[src/rtl/victim_cache_control.sv]
// victim_cache_control
//   FSM controller for a 4-entry victim cache (VC) that sits between L1 and
//   physical memory. It serves L1 miss requests in one of two ways:
//     - VC hit:  swap the hit line with the L1 victim in a single LOOKUP cycle.
//     - VC miss: write back a dirty VC victim if needed, fetch the line from
//                memory, then park the L1 victim in the freed way.
//   The block owns the VC valid/dirty bits. It drives the external LRU stack
//   through lru_load/lru_used_way, and keeps saturating hit/miss counters.
//
// Ports
//   clk, reset        clock; asynchronous active-high reset
//   l1_req            L1 miss needs service (held until l1_resp)
//   l1_evict_valid    L1 ejects a valid line with this request
//   l1_evict_dirty    the ejected line is dirty
//   vc_hit/vc_hit_way VC tag compare result (combinational)
//   lru_way           least-recently-used way from the LRU unit
//   pmem_resp         memory finished the current read or write
//   l1_resp           one-cycle pulse, fill data for L1 on the bus
//   l1_fill_sel       0 = fill from VC way vc_out_way, 1 = fill from memory
//   vc_out_way        VC way driven onto the VC read bus
//   vc_load           write the L1 victim into VC way vc_load_way
//   pmem_read         memory read request, held until pmem_resp
//   pmem_write        memory write request, held until pmem_resp
//   lru_load          update LRU stack, way lru_used_way becomes MRU
//   vc_valid          per-way valid bits
//   hit_count         saturating VC hit counter
//   miss_count        saturating VC miss counter
module victim_cache_control #(
    parameter int CNT_WIDTH = 16
) (
    input  logic                 clk,
    input  logic                 reset,
    input  logic                 l1_req,
    input  logic                 l1_evict_valid,
    input  logic                 l1_evict_dirty,
    input  logic                 vc_hit,
    input  logic [1:0]           vc_hit_way,
    input  logic [1:0]           lru_way,
    input  logic                 pmem_resp,
    output logic                 l1_resp,
    output logic                 l1_fill_sel,
    output logic [1:0]           vc_out_way,
    output logic                 vc_load,
    output logic [1:0]           vc_load_way,
    output logic                 pmem_read,
    output logic                 pmem_write,
    output logic                 lru_load,
    output logic [1:0]           lru_used_way,
    output logic [3:0]           vc_valid,
    output logic [CNT_WIDTH-1:0] hit_count,
    output logic [CNT_WIDTH-1:0] miss_count
);

    typedef enum logic [2:0] {
        S_IDLE,
        S_LOOKUP,
        S_WRITEBACK,
        S_FETCH,
        S_FILL
    } state_t;

    state_t               state_q, state_d;
    logic [3:0]           valid_q, valid_d;
    logic [3:0]           dirty_q, dirty_d;
    logic [1:0]           victim_q, victim_d;
    logic [CNT_WIDTH-1:0] hit_q, hit_d;
    logic [CNT_WIDTH-1:0] miss_q, miss_d;
    logic                 pmem_read_q, pmem_read_d;
    logic                 pmem_write_q, pmem_write_d;

    logic                 lookup_hit;
    logic                 any_free;
    logic [1:0]           free_way;

    function automatic logic [CNT_WIDTH-1:0] sat_inc(input logic [CNT_WIDTH-1:0] v);
        return (&v) ? v : v + 1'b1;
    endfunction

    // A tag match on an invalid way is stale and must be treated as a miss.
    assign lookup_hit = vc_hit && valid_q[vc_hit_way];

    // Victim preference: the lowest-index invalid way, then the LRU way.
    always_comb begin
        any_free = ~&valid_q;
        if (!valid_q[0])      free_way = 2'd0;
        else if (!valid_q[1]) free_way = 2'd1;
        else if (!valid_q[2]) free_way = 2'd2;
        else                  free_way = 2'd3;
    end

    always_comb begin
        state_d      = state_q;
        valid_d      = valid_q;
        dirty_d      = dirty_q;
        victim_d     = victim_q;
        hit_d        = hit_q;
        miss_d       = miss_q;
        l1_resp      = 1'b0;
        l1_fill_sel  = 1'b0;
        vc_out_way   = 2'd0;
        vc_load      = 1'b0;
        vc_load_way  = 2'd0;
        lru_load     = 1'b0;
        lru_used_way = 2'd0;

        unique case (state_q)
            S_IDLE: begin
                if (l1_req) state_d = S_LOOKUP;
            end

            S_LOOKUP: begin
                if (lookup_hit) begin
                    // Swap: the hit line goes to L1 and the L1 victim takes its way.
                    // Without an evicted line the way is simply released.
                    l1_resp      = 1'b1;
                    vc_out_way   = vc_hit_way;
                    lru_load     = 1'b1;
                    lru_used_way = vc_hit_way;
                    hit_d        = sat_inc(hit_q);
                    if (l1_evict_valid) begin
                        vc_load              = 1'b1;
                        vc_load_way          = vc_hit_way;
                        valid_d[vc_hit_way]  = 1'b1;
                        dirty_d[vc_hit_way]  = l1_evict_dirty;
                    end else begin
                        valid_d[vc_hit_way]  = 1'b0;
                    end
                    state_d = S_IDLE;
                end else begin
                    miss_d   = sat_inc(miss_q);
                    victim_d = any_free ? free_way : lru_way;
                    // A free way is invalid by construction, so only an LRU victim
                    // can need a writeback.
                    if (!any_free && dirty_q[lru_way]) state_d = S_WRITEBACK;
                    else                               state_d = S_FETCH;
                end
            end

            S_WRITEBACK: begin
                vc_out_way = victim_q;
                if (pmem_resp) begin
                    dirty_d[victim_q] = 1'b0;
                    state_d           = S_FETCH;
                end
            end

            S_FETCH: begin
                if (pmem_resp) state_d = S_FILL;
            end

            S_FILL: begin
                l1_resp     = 1'b1;
                l1_fill_sel = 1'b1;
                if (l1_evict_valid) begin
                    vc_load           = 1'b1;
                    vc_load_way       = victim_q;
                    valid_d[victim_q] = 1'b1;
                    dirty_d[victim_q] = l1_evict_dirty;
                    lru_load          = 1'b1;
                    lru_used_way      = victim_q;
                end
                state_d = S_IDLE;
            end

            default: state_d = S_IDLE;
        endcase

        // Memory strobes are registered from the next state so they are glitch
        // free and can never overlap.
        pmem_write_d = (state_d == S_WRITEBACK);
        pmem_read_d  = (state_d == S_FETCH);
    end

    always_ff @(posedge clk or posedge reset) begin
        if (reset) begin
            state_q      <= S_IDLE;
            valid_q      <= '0;
            dirty_q      <= '0;
            victim_q     <= '0;
            hit_q        <= '0;
            miss_q       <= '0;
            pmem_read_q  <= 1'b0;
            pmem_write_q <= 1'b0;
        end else begin
            state_q      <= state_d;
            valid_q      <= valid_d;
            dirty_q      <= dirty_d;
            victim_q     <= victim_d;
            hit_q        <= hit_d;
            miss_q       <= miss_d;
            pmem_read_q  <= pmem_read_d;
            pmem_write_q <= pmem_write_d;
        end
    end

    assign pmem_read  = pmem_read_q;
    assign pmem_write = pmem_write_q;
    assign vc_valid   = valid_q;
    assign hit_count  = hit_q;
    assign miss_count = miss_q;

endmodule
[config.mk]
export PLATFORM = sky130hd
export DESIGN_NAME = victim_cache_control
export DESIGN_NICKNAME = d
export VERILOG_FILES = /design/src/rtl/victim_cache_control.sv
export SDC_FILE = /design/constraint.sdc
export NUM_CORES = 1
export LEC_CHECK = 0
export CORE_MARGIN = 2
export CORE_UTILIZATION = 54
export CTS_CLUSTER_SIZE = 16
export DETAILED_ROUTE_END_ITERATION = 7
export PLACE_DENSITY = 0.93
export SYNTH_ARGS = -nofsm -noshare
export SYNTH_HDL_FRONTEND = slang
export SYNTH_SLANG_ARGS = --single-unit
[constraint.sdc]
create_clock -name clk -period 6.7 [get_ports clk]
set_input_delay 1.675 -clock clk [delete_from_list [all_inputs] [get_ports clk]]
set_output_delay 1.675 -clock clk [all_outputs]
set_load 0.01 [all_outputs]
; ---- After elaboration in Yosys (flattened, before gate mapping)
; Index checks and enable logic that the tools add are counted.
; Widths: inputs -> output; s select.
[word_totals]
in_bits = 11
register_bits = 47
elab_cells = 92
out_inout_bits = 48
[op_classes]
n_reduce_logical = 15
muxes = 43
n_eq_ne = 10
add_sub_neg = 2
n_bitwise = 9
n_lt_le_gt_ge = 5
[ops]
columns = op, count
row1 = $add 16x1->16 const B, 2
row2 = $reduce_and 16->1, 2
row3 = $mux 4, 7
row4 = $mux 2, 8
row5 = $eq 3x2->1 const B, 4
row6 = $pmux 2 s2, 3
row7 = $pmux 3 s4, 1
row8 = $pmux 4 s3, 1
row9 = $mux 1, 10
row10 = $lt 2x3->1 const B, 3
row11 = $mux 3, 3
row12 = $reduce_and 3->1, 3
row13 = $and 4x4->4, 2
row14 = $bwmux 4, 2
row15 = $ne 2x2->1 const B, 4
row16 = $not 4->4, 2
row17 = $or 4x4->4, 2
row18 = $pmux 4 s2, 1
row19 = $pmux 1 s2, 3
row20 = $reduce_and 5->1, 1
row21 = $bmux 1 s2, 2
row22 = $demux 1 s2, 2
row23 = $ge 2x1->1 const B, 2
row24 = $logic_and 1x1->1, 4
row25 = other kinds (8), 10

; ---- Depth between registers and ports, before layout
[depth]
depth_word = 9
mapped_depth = 7
depth_no_buf = 6

; ---- Worst setup path before layout
; No wires, ideal clock.
[synth_timing]
path_type = input port to output port
startpoint = input vc_hit_way[1]
endpoint = output vc_load_way[0]
setup_slack_ns = 2.103
t_required_ns = 5.025
n_path_buf = 1
t_arrival_ns = 2.922
path_stages = 6
path_cell_list = buf_2 nand2b_1 o22a_2 nor2_1 nand2_1 a21boi_0
[synth_between]
elab_chain_len = 5
[synth_rtl]
columns = element, line_no
row1 = start: declaration, 37  ; input logic [1:0] vc_hit_way,
row2 = $bmux 1 s2, 80  ; assign lookup_hit = vc_hit && valid_q[vc_hit_way];
row3 = $mux 1 (not written as such), 80
row4 = $logic_and 1x1->1, 80
row5 = $mux 2, 112  ; if (lookup_hit) begin
row6 = $pmux 2 s2, 106  ; unique case (state_q)
row7 = end: declaration, 44  ; output logic [1:0] vc_load_way,
; No other way between the ends. The select of a mux whose other input is x is not followed.

; ---- Final worst setup path
[layout_timing]
startpoint = input vc_hit_way[0]
endpoint = output vc_load_way[0]
[layout_between]
elab_chain_len = 5
word_cells_on_any_way = 6
cone_classes = mux: 5 / reduce/logical: 1
[layout_rtl]
columns = element, line_no
row1 = $bmux 1 s2, 80
row2 = $mux 1 (not written as such), 80
row3 = $logic_and 1x1->1, 80
row4 = $mux 2 (*), 112
row5 = $pmux 2 s2 (*), 106
; Mark *: on every way between the ends. The rest lies on a longest branch, timed or not. The select of a mux whose other input is x is not followed.

==> reports/qor.json <==
{
  "floorplan.io_pins": {"value": 59},
  "hold_viol_final": {"value": 0},
  "hold_buffers": {"value": 0},
  "postSynthNetCount": {"value": 275},
  "ctsResizeCount": {"value": 0},
  "crit_path_max_fanout": {"value": 9},
  "detail_route.vias_per_cell": {"value": 6.01},
  "multi_input_area": {"value": 0.00133, "unit": "sq mm"},
  "synth.top_cells.by_area": {"value": "sky130_fd_sc_hd__dfrtp_1, sky130_fd_sc_hd__xnor2_1, sky130_fd_sc_hd__nand2_1, sky130_fd_sc_hd__xor2_1, sky130_fd_sc_hd__nand3_1"},
  "dieHeight": {"value": 73.3, "unit": "um"},
  "async_flop_share": {"value": 100, "unit": "%"},
  "cp_num_cells": {"value": 7},
  "hpwlAfterDp": {"value": 4400, "unit": "um"},
  "worst_setup_hold_path_clk_slew": {"value": 80, "unit": "ps"},
  "row_count": {"value": 25},
  "floorplan.initialDensity": {"value": 55.6, "unit": "%"},
  "register_area": {"value": 0.00118, "unit": "sq mm"},
  "hold_path_startpoint": {"value": "hit_count[9]$_DFFE_PP0P_"},
  "rsz0062_at_grt": {"value": "no"},
  "post_synth_num_cell_types": {"value": 50},
  "pin_count_of_the_biggest_net_entering_global_routing": {"value": 48},
  "worstPathRequired": {"value": 5030, "unit": "ps"},
  "antenna_left": {"value": 0},
  "wire_per_inst": {"value": 16.4, "unit": "um"},
  "yosys_most_used_dff": {"value": "sky130_fd_sc_hd__dfrtp_1"},
  "vias_in_the_first_global_route": {"value": 2205},
  "synth_enable_flop_cells": {"value": 0},
  "crit_chain": {"value": "clkdlybuf4s50_1 -> mux2i_1 -> o22a_2 -> nor2_1 -> nand2_1 -> a21boi_0 -> clkdlybuf4s50_1"},
  "finalClockSkew": {"value": 9.28, "unit": "ps"},
  "synth_top_cell_area_share": {"value": 45.4, "unit": "%"},
  "layout_worst_path_cycle_share": {"value": 88.4, "unit": "%"},
  "reg2reg_setup_slack": {"value": 4170, "unit": "ps"},
  "timing.critical_path.buf_inv": {"value": 2},
  "synthesis.area_per_instance": {"value": 9.89, "unit": "sq um"},
  "hp-class": {"value": "reg2reg"},
  "drtIter0Drc": {"value": 230},
  "drive_gt1_share": {"value": 7.26, "unit": "%"},
  "hold_path_depth": {"value": 1},
  "pre_cts_ws": {"value": 802, "unit": "ps"},
  "period_minus_slack": {"value": 5920, "unit": "ps"},
  "antenna_cells": {"value": 0},
  "core_region_area": {"value": 0.00466, "unit": "sq mm"},
  "slew_violations": {"value": 0},
  "timing.hold.ws": {"value": 507, "unit": "ps"},
  "synthTopCellsByCount": {"value": "sky130_fd_sc_hd__dfrtp_1, sky130_fd_sc_hd__nand2_1, sky130_fd_sc_hd__xnor2_1"},
  "timing.hold.worst_endpoint": {"value": "hit_count[9]$_DFFE_PP0P_"},
  "synth.most_common_cell": {"value": "sky130_fd_sc_hd__dfrtp_1"},
  "worst-slew-pin-transition": {"value": 1030, "unit": "ps"},
  "run_status": {"value": "complete, no violations"},
  "post-cts-setup-buffer-count": {"value": 0},
  "setup_violations": {"value": 0},
  "slew-limit-headroom": {"value": 31.5, "unit": "%"},
  "globalRoute.totalOverflow": {"value": 0},
  "netlist_area_before_placement": {"value": 0.00259, "unit": "sq mm"},
  "cellPowerDensity": {"value": 294, "unit": "mW/mm^2"},
  "yosysSeqAreaShare": {"value": 45.4, "unit": "%"},
  "layout.cell_area.non_filler": {"value": 0.00325, "unit": "sq mm"},
  "crit_family": {"value": "buffers and inverters"},
  "layout_setup_ws": {"value": 775, "unit": "ps"},
  "die_span_x": {"value": 73.3, "unit": "um"},
  "worst_r2r_startpoint": {"value": "state_q[0]$_DFF_PP0_"},
  "layout.filler_cells": {"value": 371},
  "sort_of_element_at_the_start_of_the_critical_path": {"value": "input pin"},
  "timing.critical_path.arrival": {"value": 4250, "unit": "ps"},
  "post_layout_nonfiller_instances": {"value": 371},
  "static-leakage-power": {"value": 1.35, "unit": "nW"},
  "root_buffer": {"value": "sky130_fd_sc_hd__clkbuf_8"},
  "ctsLongestPathBuffers": {"value": 2},
  "cap_violations": {"value": 0},
  "routed_vias": {"value": 2229},
  "cp_common_cell": {"value": "sky130_fd_sc_hd__clkdlybuf4s50_1"},
  "ir_worst_vdd": {"value": 249, "unit": "uV"},
  "global_route.usage.total": {"value": 24.3, "unit": "%"},
  "numCtsBuffers": {"value": 5},
  "clkSinkCount": {"value": 47},
  "placed_cell_area": {"value": 0.00318, "unit": "sq mm"},
  "port-buffer-count": {"value": 58},
  "gpl.final_weighted_congestion": {"value": 0.906},
  "path_class": {"value": "in2out"},
  "drt_pass1_iterations": {"value": 4},
  "cp_slowest_stage_delay": {"value": 690, "unit": "ps"},
  "synth-seq-cells": {"value": 47},
  "place_inst": {"value": 365},
  "max_clock_freq": {"value": 169, "unit": "MHz"},
  "die_area": {"value": 0.00537, "unit": "sq mm"},
  "yosysTopAreaCell": {"value": "sky130_fd_sc_hd__dfrtp_1"},
  "final.setup.tns": {"value": 0, "unit": "ps"},
  "worst_r2r_path_depth": {"value": 5},
  "cells_after_synthesis": {"value": 262},
  "standard_cell_with_the_maximum_stage_delay_on_the_critical_path": {"value": "sky130_fd_sc_hd__clkdlybuf4s50_1"},
  "antenna_found_initial": {"value": 0},
  "ys_warn_count": {"value": 0},
  "drc": {"value": 0},
  "ctsHtreeMaxLevel": {"value": 2},
  "cts_tree": {"value": "yes"},
  "grt_pass1_wl": {"value": 10200, "unit": "um"},
  "postRouteWirelength": {"value": 6100, "unit": "um"},
  "clk_lat_worst_skew": {"value": 300, "unit": "ps"},
  "num-nets-final": {"value": 331},
  "crit_path_end_kind": {"value": "primary output"},
  "syn_to_final_growth": {"value": 25.6, "unit": "%"}
}
## metal layers
| layer | global-route usage [%] | up-vias | share of wire (%) |
|---|---|---|---|
| li1 | - | 1040 | - |
| met1 | 32.4 | 1092 | 43 |
| met2 | 38.8 | 84 | 50 |
| met3 | 4.39 | 13 | 5.6 |
| met4 | 10.5 | 0 | 2.0 |
| met5 | 0 | - | 0 |
## layout make-up
type                    instances  share of cell area [%]
repair buffers                 59                    18.1
inverters                       5                   0.577
flip-flops and latches         47                    36.2
well taps                      54                    2.08
multi-input cells             200                    40.9
clock buffers                   6                    2.23
## cell usage in the layout, fill, tap and decap left out, drive strengths merged, types with 5 or more instances in the layout
master         netlist  final
nand2               39     39
nor3                 7      7
clkbuf               5      6
nand4               11     11
nor2                17     17
nand2b               7      7
o31ai                5      5
a21oi                5      5
o21ai               10     10
xnor2               19     19
dfrtp               47     47
xor2                11     11
mux2i                5      5
nand3               14     14
a21boi               5      5
inv                  5      5
clkdlybuf4s50        0     58
## worst max-delay path by stage
stage                  start              to  slack (ps)
6_report       vc_hit_way[0]  vc_load_way[0]         780
5_1_grt        vc_hit_way[0]  vc_load_way[0]         610
4_1_cts        vc_hit_way[0]  vc_load_way[0]         780
3_5_place_dp   vc_hit_way[0]  vc_load_way[0]         800
3_3_place_gp   vc_hit_way[0]  vc_load_way[1]         980
2_1_floorplan  vc_hit_way[1]  vc_load_way[0]        2100
## cells by family after synthesis
| logic type | Yosys count | synth area share, % |
|---|---|---|
| fa+ha+maj | 2 | 0.966 |
| xor+xnor | 30 | 10.1 |
| compound gates | 39 | 10.8 |
| simple gates | 119 | 24.9 |
| mux | 10 | 4.54 |
| buf+inv | 15 | 3.28 |
| flops | 47 | 45.4 |
## report_power, final
part	total, mW	switching, mW	internal, mW
Sequential	0.428	0.0868	0.341
Combinational	0.366	0.173	0.193
Clock	0.161	0.0914	0.0698
Total	0.955	0.351	0.604
## worst reg2reg max path: cells and delay by family, from the launching register on
| family | cells | cell delay [ps] |
|---|---|---|
| and+or+nand+nor | 2 | 780 |
| DFF | 1 | 630 |
| AOI/OAI and AO/OA | 3 | 1010 |
## metrics by stage
stage          total power [mW]  utilization, %
4_1_cts                   0.957            69.8
3_3_place_gp              0.781            68.2
6_report                  0.955            69.8
5_1_grt                    1.01            69.8
2_1_floorplan             0.658               -
3_5_place_dp              0.798            68.2
(Power assumes the default switching activity.)
